[src/rtl/jt12_timers.sv]
// FM timer block: 10-bit timer A and prescaled 8-bit timer B with status flags and IRQ.
// Timer B advances once per PRESCALE_B timer ticks; flags are sticky until cleared.
module jt12_timers #(
    parameter int PRESCALE_B = 16
) (
    input  logic       clk,
    input  logic       rst,
    input  logic       clk_en,
    input  logic       zero,
    input  logic       fast_timers,
    input  logic [9:0] value_A,
    input  logic [7:0] value_B,
    input  logic       load_A,
    input  logic       load_B,
    input  logic       enable_irq_A,
    input  logic       enable_irq_B,
    input  logic       clr_flag_A,
    input  logic       clr_flag_B,
    output logic       flag_A,
    output logic       flag_B,
    output logic       overflow_A,
    output logic       irq_n
);

    localparam int PW = (PRESCALE_B > 1) ? $clog2(PRESCALE_B) : 1;

    logic [9:0]    cnt_A_q, cnt_A_d;
    logic [7:0]    cnt_B_q, cnt_B_d;
    logic [PW-1:0] presc_q, presc_d;
    logic          run_A_q, run_A_d;
    logic          run_B_q, run_B_d;
    logic          flag_A_q, flag_A_d;
    logic          flag_B_q, flag_B_d;
    logic          ovf_A_q, ovf_A_d;
    logic          tick;

    assign tick = clk_en & (fast_timers | zero);

    always_comb begin
        cnt_A_d  = cnt_A_q;
        cnt_B_d  = cnt_B_q;
        presc_d  = presc_q;
        run_A_d  = run_A_q;
        run_B_d  = run_B_q;
        flag_A_d = flag_A_q;
        flag_B_d = flag_B_q;
        ovf_A_d  = ovf_A_q;
        if (clk_en) begin
            ovf_A_d = 1'b0;
            // Clears are applied first so that a same-cycle overflow set wins.
            if (clr_flag_A) flag_A_d = 1'b0;
            if (clr_flag_B) flag_B_d = 1'b0;

            if (load_A) begin
                cnt_A_d = value_A;
                run_A_d = 1'b1;
            end else if (tick && run_A_q) begin
                if (cnt_A_q == 10'h3FF) begin
                    cnt_A_d = value_A;
                    ovf_A_d = 1'b1;
                    if (enable_irq_A) flag_A_d = 1'b1;
                end else begin
                    cnt_A_d = cnt_A_q + 10'd1;
                end
            end

            if (load_B) begin
                cnt_B_d = value_B;
                presc_d = '0;
                run_B_d = 1'b1;
            end else if (tick && run_B_q) begin
                presc_d = presc_q + 1'b1;
                // All-ones means this tick wraps the power-of-two prescaler to zero.
                if (&presc_q) begin
                    if (cnt_B_q == 8'hFF) begin
                        cnt_B_d = value_B;
                        if (enable_irq_B) flag_B_d = 1'b1;
                    end else begin
                        cnt_B_d = cnt_B_q + 8'd1;
                    end
                end
            end
        end
    end

    always_ff @(posedge clk) begin
        if (rst) begin
            cnt_A_q  <= '0;
            cnt_B_q  <= '0;
            presc_q  <= '0;
            run_A_q  <= 1'b0;
            run_B_q  <= 1'b0;
            flag_A_q <= 1'b0;
            flag_B_q <= 1'b0;
            ovf_A_q  <= 1'b0;
        end else begin
            cnt_A_q  <= cnt_A_d;
            cnt_B_q  <= cnt_B_d;
            presc_q  <= presc_d;
            run_A_q  <= run_A_d;
            run_B_q  <= run_B_d;
            flag_A_q <= flag_A_d;
            flag_B_q <= flag_B_d;
            ovf_A_q  <= ovf_A_d;
        end
    end

    assign flag_A     = flag_A_q;
    assign flag_B     = flag_B_q;
    assign overflow_A = ovf_A_q;
    assign irq_n      = ~(flag_A_q | flag_B_q);

endmodule

[config.mk]
export PLATFORM = sky130hd
export DESIGN_NAME = jt12_timers
export DESIGN_NICKNAME = d
export VERILOG_FILES = /design/src/rtl/jt12_timers.sv
export SDC_FILE = /design/constraint.sdc
export NUM_CORES = 1
export LEC_CHECK = 0
export BUFFER_PORTS_ARGS = -buffer_cell sky130_fd_sc_hd__buf_4
export CAP_MARGIN = 5
export CORE_AREA = 5 5 61 63
export CTS_BUF_LIST = sky130_fd_sc_hd__clkbuf_16
export CTS_CLUSTER_DIAMETER = 100
export DETAILED_ROUTE_END_ITERATION = 6
export DIE_AREA = 0 0 66 68
export PLACE_DENSITY = 0.76
export SETUP_SLACK_MARGIN = 0.4
export SYNTH_ARGS = -nofsm -noshare
export SYNTH_HDL_FRONTEND = slang
export SYNTH_SLANG_ARGS = --single-unit
[constraint.sdc]
create_clock -name clk -period 2.3 [get_ports clk]
set_clock_uncertainty 0.1 [all_clocks]
set_input_delay 0.575 -clock clk [delete_from_list [all_inputs] [get_ports clk]]
set_output_delay 0.575 -clock clk [all_outputs]
set_load 0.01 [all_outputs]
# Word-level counts from Yosys, hierarchy flattened

Index checks and enable logic that the tools add are counted.
W data, S select, Z words.

Register bits: 27
Input bits: 29
Output and inout bits: 4
Logic and storage cells: 51

$add $sub $neg: 3
Equal/unequal tests: 2
Muxes and demuxes: 23
Bitwise operators: 4
Reduce and logical (&&, ||, !) cells: 11

Operators with widths:

| cell                    | number |
|---|---|
| $mux W8                 | 4 |
| $mux W10                | 3 |
| $mux W1                 | 14 |
| $add A10 B1 Y10 const B | 1 |
| $eq A10 B10 Y1 const B  | 1 |
| $add A8 B1 Y8 const B   | 1 |
| $eq A8 B8 Y1 const B    | 1 |
| $mux W4                 | 2 |
| $reduce_and A2 Y1       | 4 |
| $reduce_bool A2 Y1      | 3 |
| $add A4 B1 Y4 const B   | 1 |
| $reduce_and A4 Y1       | 1 |
| $reduce_and A3 Y1       | 1 |
| $logic_and A1 B1 Y1     | 2 |
| $or A1 B1 Y1            | 2 |
| $and A1 B1 Y1           | 1 |
| $not A1 Y1              | 1 |

# Logic depth before layout (Yosys ltp)

Depth in word-level cells: 6
Depth in mapped cells: 7
Gate-level depth less buffers: 6

# Worst setup path after synthesis

Ideal clock, no wire load.

Path kind: reg-to-reg
From: reg cnt_B_q[0]
To: reg cnt_B_q[0]
Setup time: 0.074 ns
Arrival time: 1.626 ns
Data required time: 2.126 ns
Setup slack: 0.499 ns
Stages on the path, launching flop included: 7
Path buffers: 1
Period minus slack after synthesis: 1.801 ns
Cells stage by stage: dfxtp_1 ha_1 and4_1 buf_6 a41o_4 or3_1 a31oi_1

Cells in the longest elaborated chain, start to end: 5

RTL lines:

| element                                       | RTL line | text |
|---|---|---|
| from (decl)                                   | 28       | `logic [7:0] cnt_B_q, cnt_B_d;` |
| from (signal assigned)                        | 98       | `cnt_B_q <= cnt_B_d;` |
| $add A8 B1 Y8 or $eq A8 B8 Y1 (tied branches) | 79, 75   |  |
| $mux W8 (*)                                   | 75       | `if (cnt_B_q == 8'hFF) begin` |
| $mux W8 (*)                                   | 74       | `if (&presc_q) begin` |
| $mux W8 (*)                                   | 71       | `end else if (tick && run_B_q) begin` |
| $mux W8 (*)                                   | 67       | `if (load_B) begin` |

Mark *: on every way between the ends. The rest lies on a longest branch, timed or not. The select of a mux whose other input is x is not followed.
A chain may end at the register's enable or synchronous reset.

# Final worst setup path

Ends and elaborated chain as after synthesis.

==> impl_metrics.ini <==
[timing]
whs_ns = 0.384
finalMaxSlewViolations = 0
fin_crit_ns = 1.81
setup_viol = 0
slew_headroom_pct = 71.6
setup-tns-final_ns = 0
hold_viol = 0
fmax_mhz = 552
fin_crit_sh_pct = 78.8
rsz0062_at_grt = true
tightest_slew_ns = 0.426

[critical_path]
timing.rr.end = cnt_B_q[0]$_SDFFE_PP0P_
cp_data_required_time_ns = 2.39
reg2regPathDepth = 5
critPathTopFamily = simple AND/OR/NAND/NOR gates
cp_num_cells = 5
cp-startpoint = cnt_B_q[0]$_SDFFE_PP0P_
r2r_slack_ns = 0.49
arrival_ns = 1.90
crit_path_cell_trace = ha_1 > and4_4 > a41o_4 > or3_1 > a31oi_1
crit_type = flop to flop
r2r_start = cnt_B_q[0]$_SDFFE_PP0P_
crit_slowest_cell = or3_1
crit_buf_inv = 0
cp_max_fo = 8
crit_path_end_kind = flop
cpPeakStageDelay_ns = 0.35
crit_path_end = cnt_B_q[0]$_SDFFE_PP0P_
crit_path_start_kind = flop

[detailed_routing]
vias = 1609
first_pass_iters = 4
drc_errors = 0
final_antenna_net_count = 0
via_per_inst = 5.75
routed_wl_um = 3880
post_drt_wl_per_cell_um = 13.8
drt_iter0_markers = 76

[synth]
muxShareOfSynthArea_pct = 0
synth_top_area_share_pct = 34.2
synth_top_family_by_area = simple AND/OR/NAND/NOR gates
ys.flop_type = dfxtp_1
synth.yosys.seq_area_share_pct = 34.2
async_reset_ff_share_pct = 0
syn_inst = 206
synth_top_cell_by_area = dfxtp_1
synth_xor_area_share_pct = 1.11
synth_area_um2 = 1580
synth_area_leaders = dfxtp_1, nand2_1, a21oi_1
synth_compound_area_share_pct = 27.2
synth_nets = 238
ys_warn_count = 0
ys_top_cells_by_count = dfxtp_1, nand2_1, nor2_1
ys_ff_latch = 27
syn_avg_cell_area_um2 = 7.67
synth_most_common_cell = dfxtp_1
yosys.area_share.simple_pct = 30.3
ys_types = 50
yosys.area_share.adder_pct = 2.38
synth_edf_count = 0

[die]
core_area_um2 = 3180
io_pins = 33
die_width_um = 66
start_util_pct = 49.7
fp-row-count = 21
fp.dieH_um = 68
die_area_um2 = 4490

[run]
max-cap-violations = 0

[global_routing]
grt_pass1_vias = 1467
grt_max_degree = 32
antenna_found_initial = 0
grt_first_pass_wirelength_um = 6440
overflow = 0
grt.total_usage_pct = 17.8

[finish]
antenna_cells = 0
regArea_um2 = 542
multi_input_area_um2 = 988
final_area_um2 = 1950
fillers = 287
area_delta_synth_final_pct = 23.3
postLayoutCoreUtil_pct = 61.3
drive_gt1_share_pct = 20.9
final_nets = 267

[placed_design]
port_buffers = 32
place_hpwl_um = 2680
placed_area_um2 = 1830
gp_congestion = 0.794

[cts]
root_buffer = clkbuf_16
cts_hold_buf = 0
tritoncts = built
clock-sinks = 27
cts_inserted_buffers = 3
cts_buffer_depth = 2
clkLatencyLatePin_ns = 0.25
clk_pin_slew_ns = 0.06
htreeDepth = 1

[power_and_ir_drop]
leakage_nw = 0.748
vdd_drop_max_uv = 426
power_density_nw_per_um2 = 536
total_power_mw = 1.05

[run_status]
status = finished, final reports clean

[min_path]
hp-class = flop to flop
[cells in the final DEF (no fill, tap or decap), types with 2 or more instances in the layout]
cell type,count
a32oi_1,2
nor3_1,7
a22oi_1,3
nor2b_1,2
inv_1,5
nor3b_1,3
nand2_1,26
clkbuf_16,3
o211ai_1,2
nor2_1,21
a311oi_1,2
and3_1,2
a211oi_1,2
and2_1,2
nand3_1,14
a31oi_1,10
o21ai_0,8
ha_1,2
nand4_1,3
a21oi_1,19
or3_1,2
nor4_1,2
o32ai_1,3
buf_4,34
dfxtp_1,26
[through the flow]
step | instances | setup WS [ns]
after floorplan | 206 | 0.499
after global placement | 275 | 0.317
after detailed placement | 275 | 0.255
after CTS | 279 | 0.417
after global routing | 280 | 0.351
final | 280 | 0.489
[area by class of cell]
class                           count  area share [%]
Clock inverter                      1           0.193
Inverter                            4           0.771
Clock buffer                        3            3.85
Timing Repair Buffer               35            13.7
Tap cell                           46            2.95
Multi-Input combinational cell    164            50.7
Sequential cell                    27            27.8
[cell families after synthesis]
family,Yosys count
AO/OA/AOI/OAI,64
XOR/XNOR,2
adder cells (fa/ha/maj),3
buffers and inverters,15
flip-flops,27
AND/OR/NAND/NOR,95
[tightest hold or removal path: cells and delay by family, from the launching register on]
family             cells  cell delay (ns)
and+or+nand+nor        1             0.07
DFF                    1             0.34
AOI/OAI and AO/OA      1             0.04
[report_power, final]
part | switching, mW | total [mW] | internal, mW
clock network | 0.150 | 0.382 | 0.232
logic | 0.0783 | 0.150 | 0.0716
registers | 0.0252 | 0.513 | 0.488
total | 0.253 | 1.05 | 0.792
[how the worst min path moves through the flow]
stage	from	end	slack (ns)	cells past startpoint
after floorplan	run_A_q$_SDFFE_PP0P_	run_A_q$_SDFFE_PP0P_	0.34	2
after global placement	run_B_q$_SDFFE_PP0P_	run_B_q$_SDFFE_PP0P_	0.37	2
after detailed placement	run_B_q$_SDFFE_PP0P_	run_B_q$_SDFFE_PP0P_	0.36	2
after CTS	run_A_q$_SDFFE_PP0P_	run_A_q$_SDFFE_PP0P_	0.39	2
after global routing	run_B_q$_SDFFE_PP0P_	run_B_q$_SDFFE_PP0P_	0.41	2
final	run_A_q$_SDFFE_PP0P_	run_A_q$_SDFFE_PP0P_	0.38	2
[state kept, by name (all words and copies together) (netlist names)]
name / count
cnt_A_q: 10
cnt_B_q: 8
presc_q: 4
flag_A: 1
flag_B: 1
overflow_A: 1
run_A_q: 1
run_B_q: 1
[routing by layer]
layer / vias up / track usage [%] / wire (um) / share of wire [%]
met5: - / 0 / 0 / 0
met1: 750 / 21.9 / 1790 / 46
met4: 0 / 4.57 / 35 / 0.90
li1: 831 / - / - / -
met3: 4 / 1.64 / 96 / 2.5
met2: 24 / 33.3 / 1960 / 50
[timing repair]
action	4_1_cts	5_1_grt
hold endpoints to repair	0	0
resized for setup	0	8
setup endpoints to repair	0	12
buffers inserted	0	0
Power figures use the tool's default switching activity.
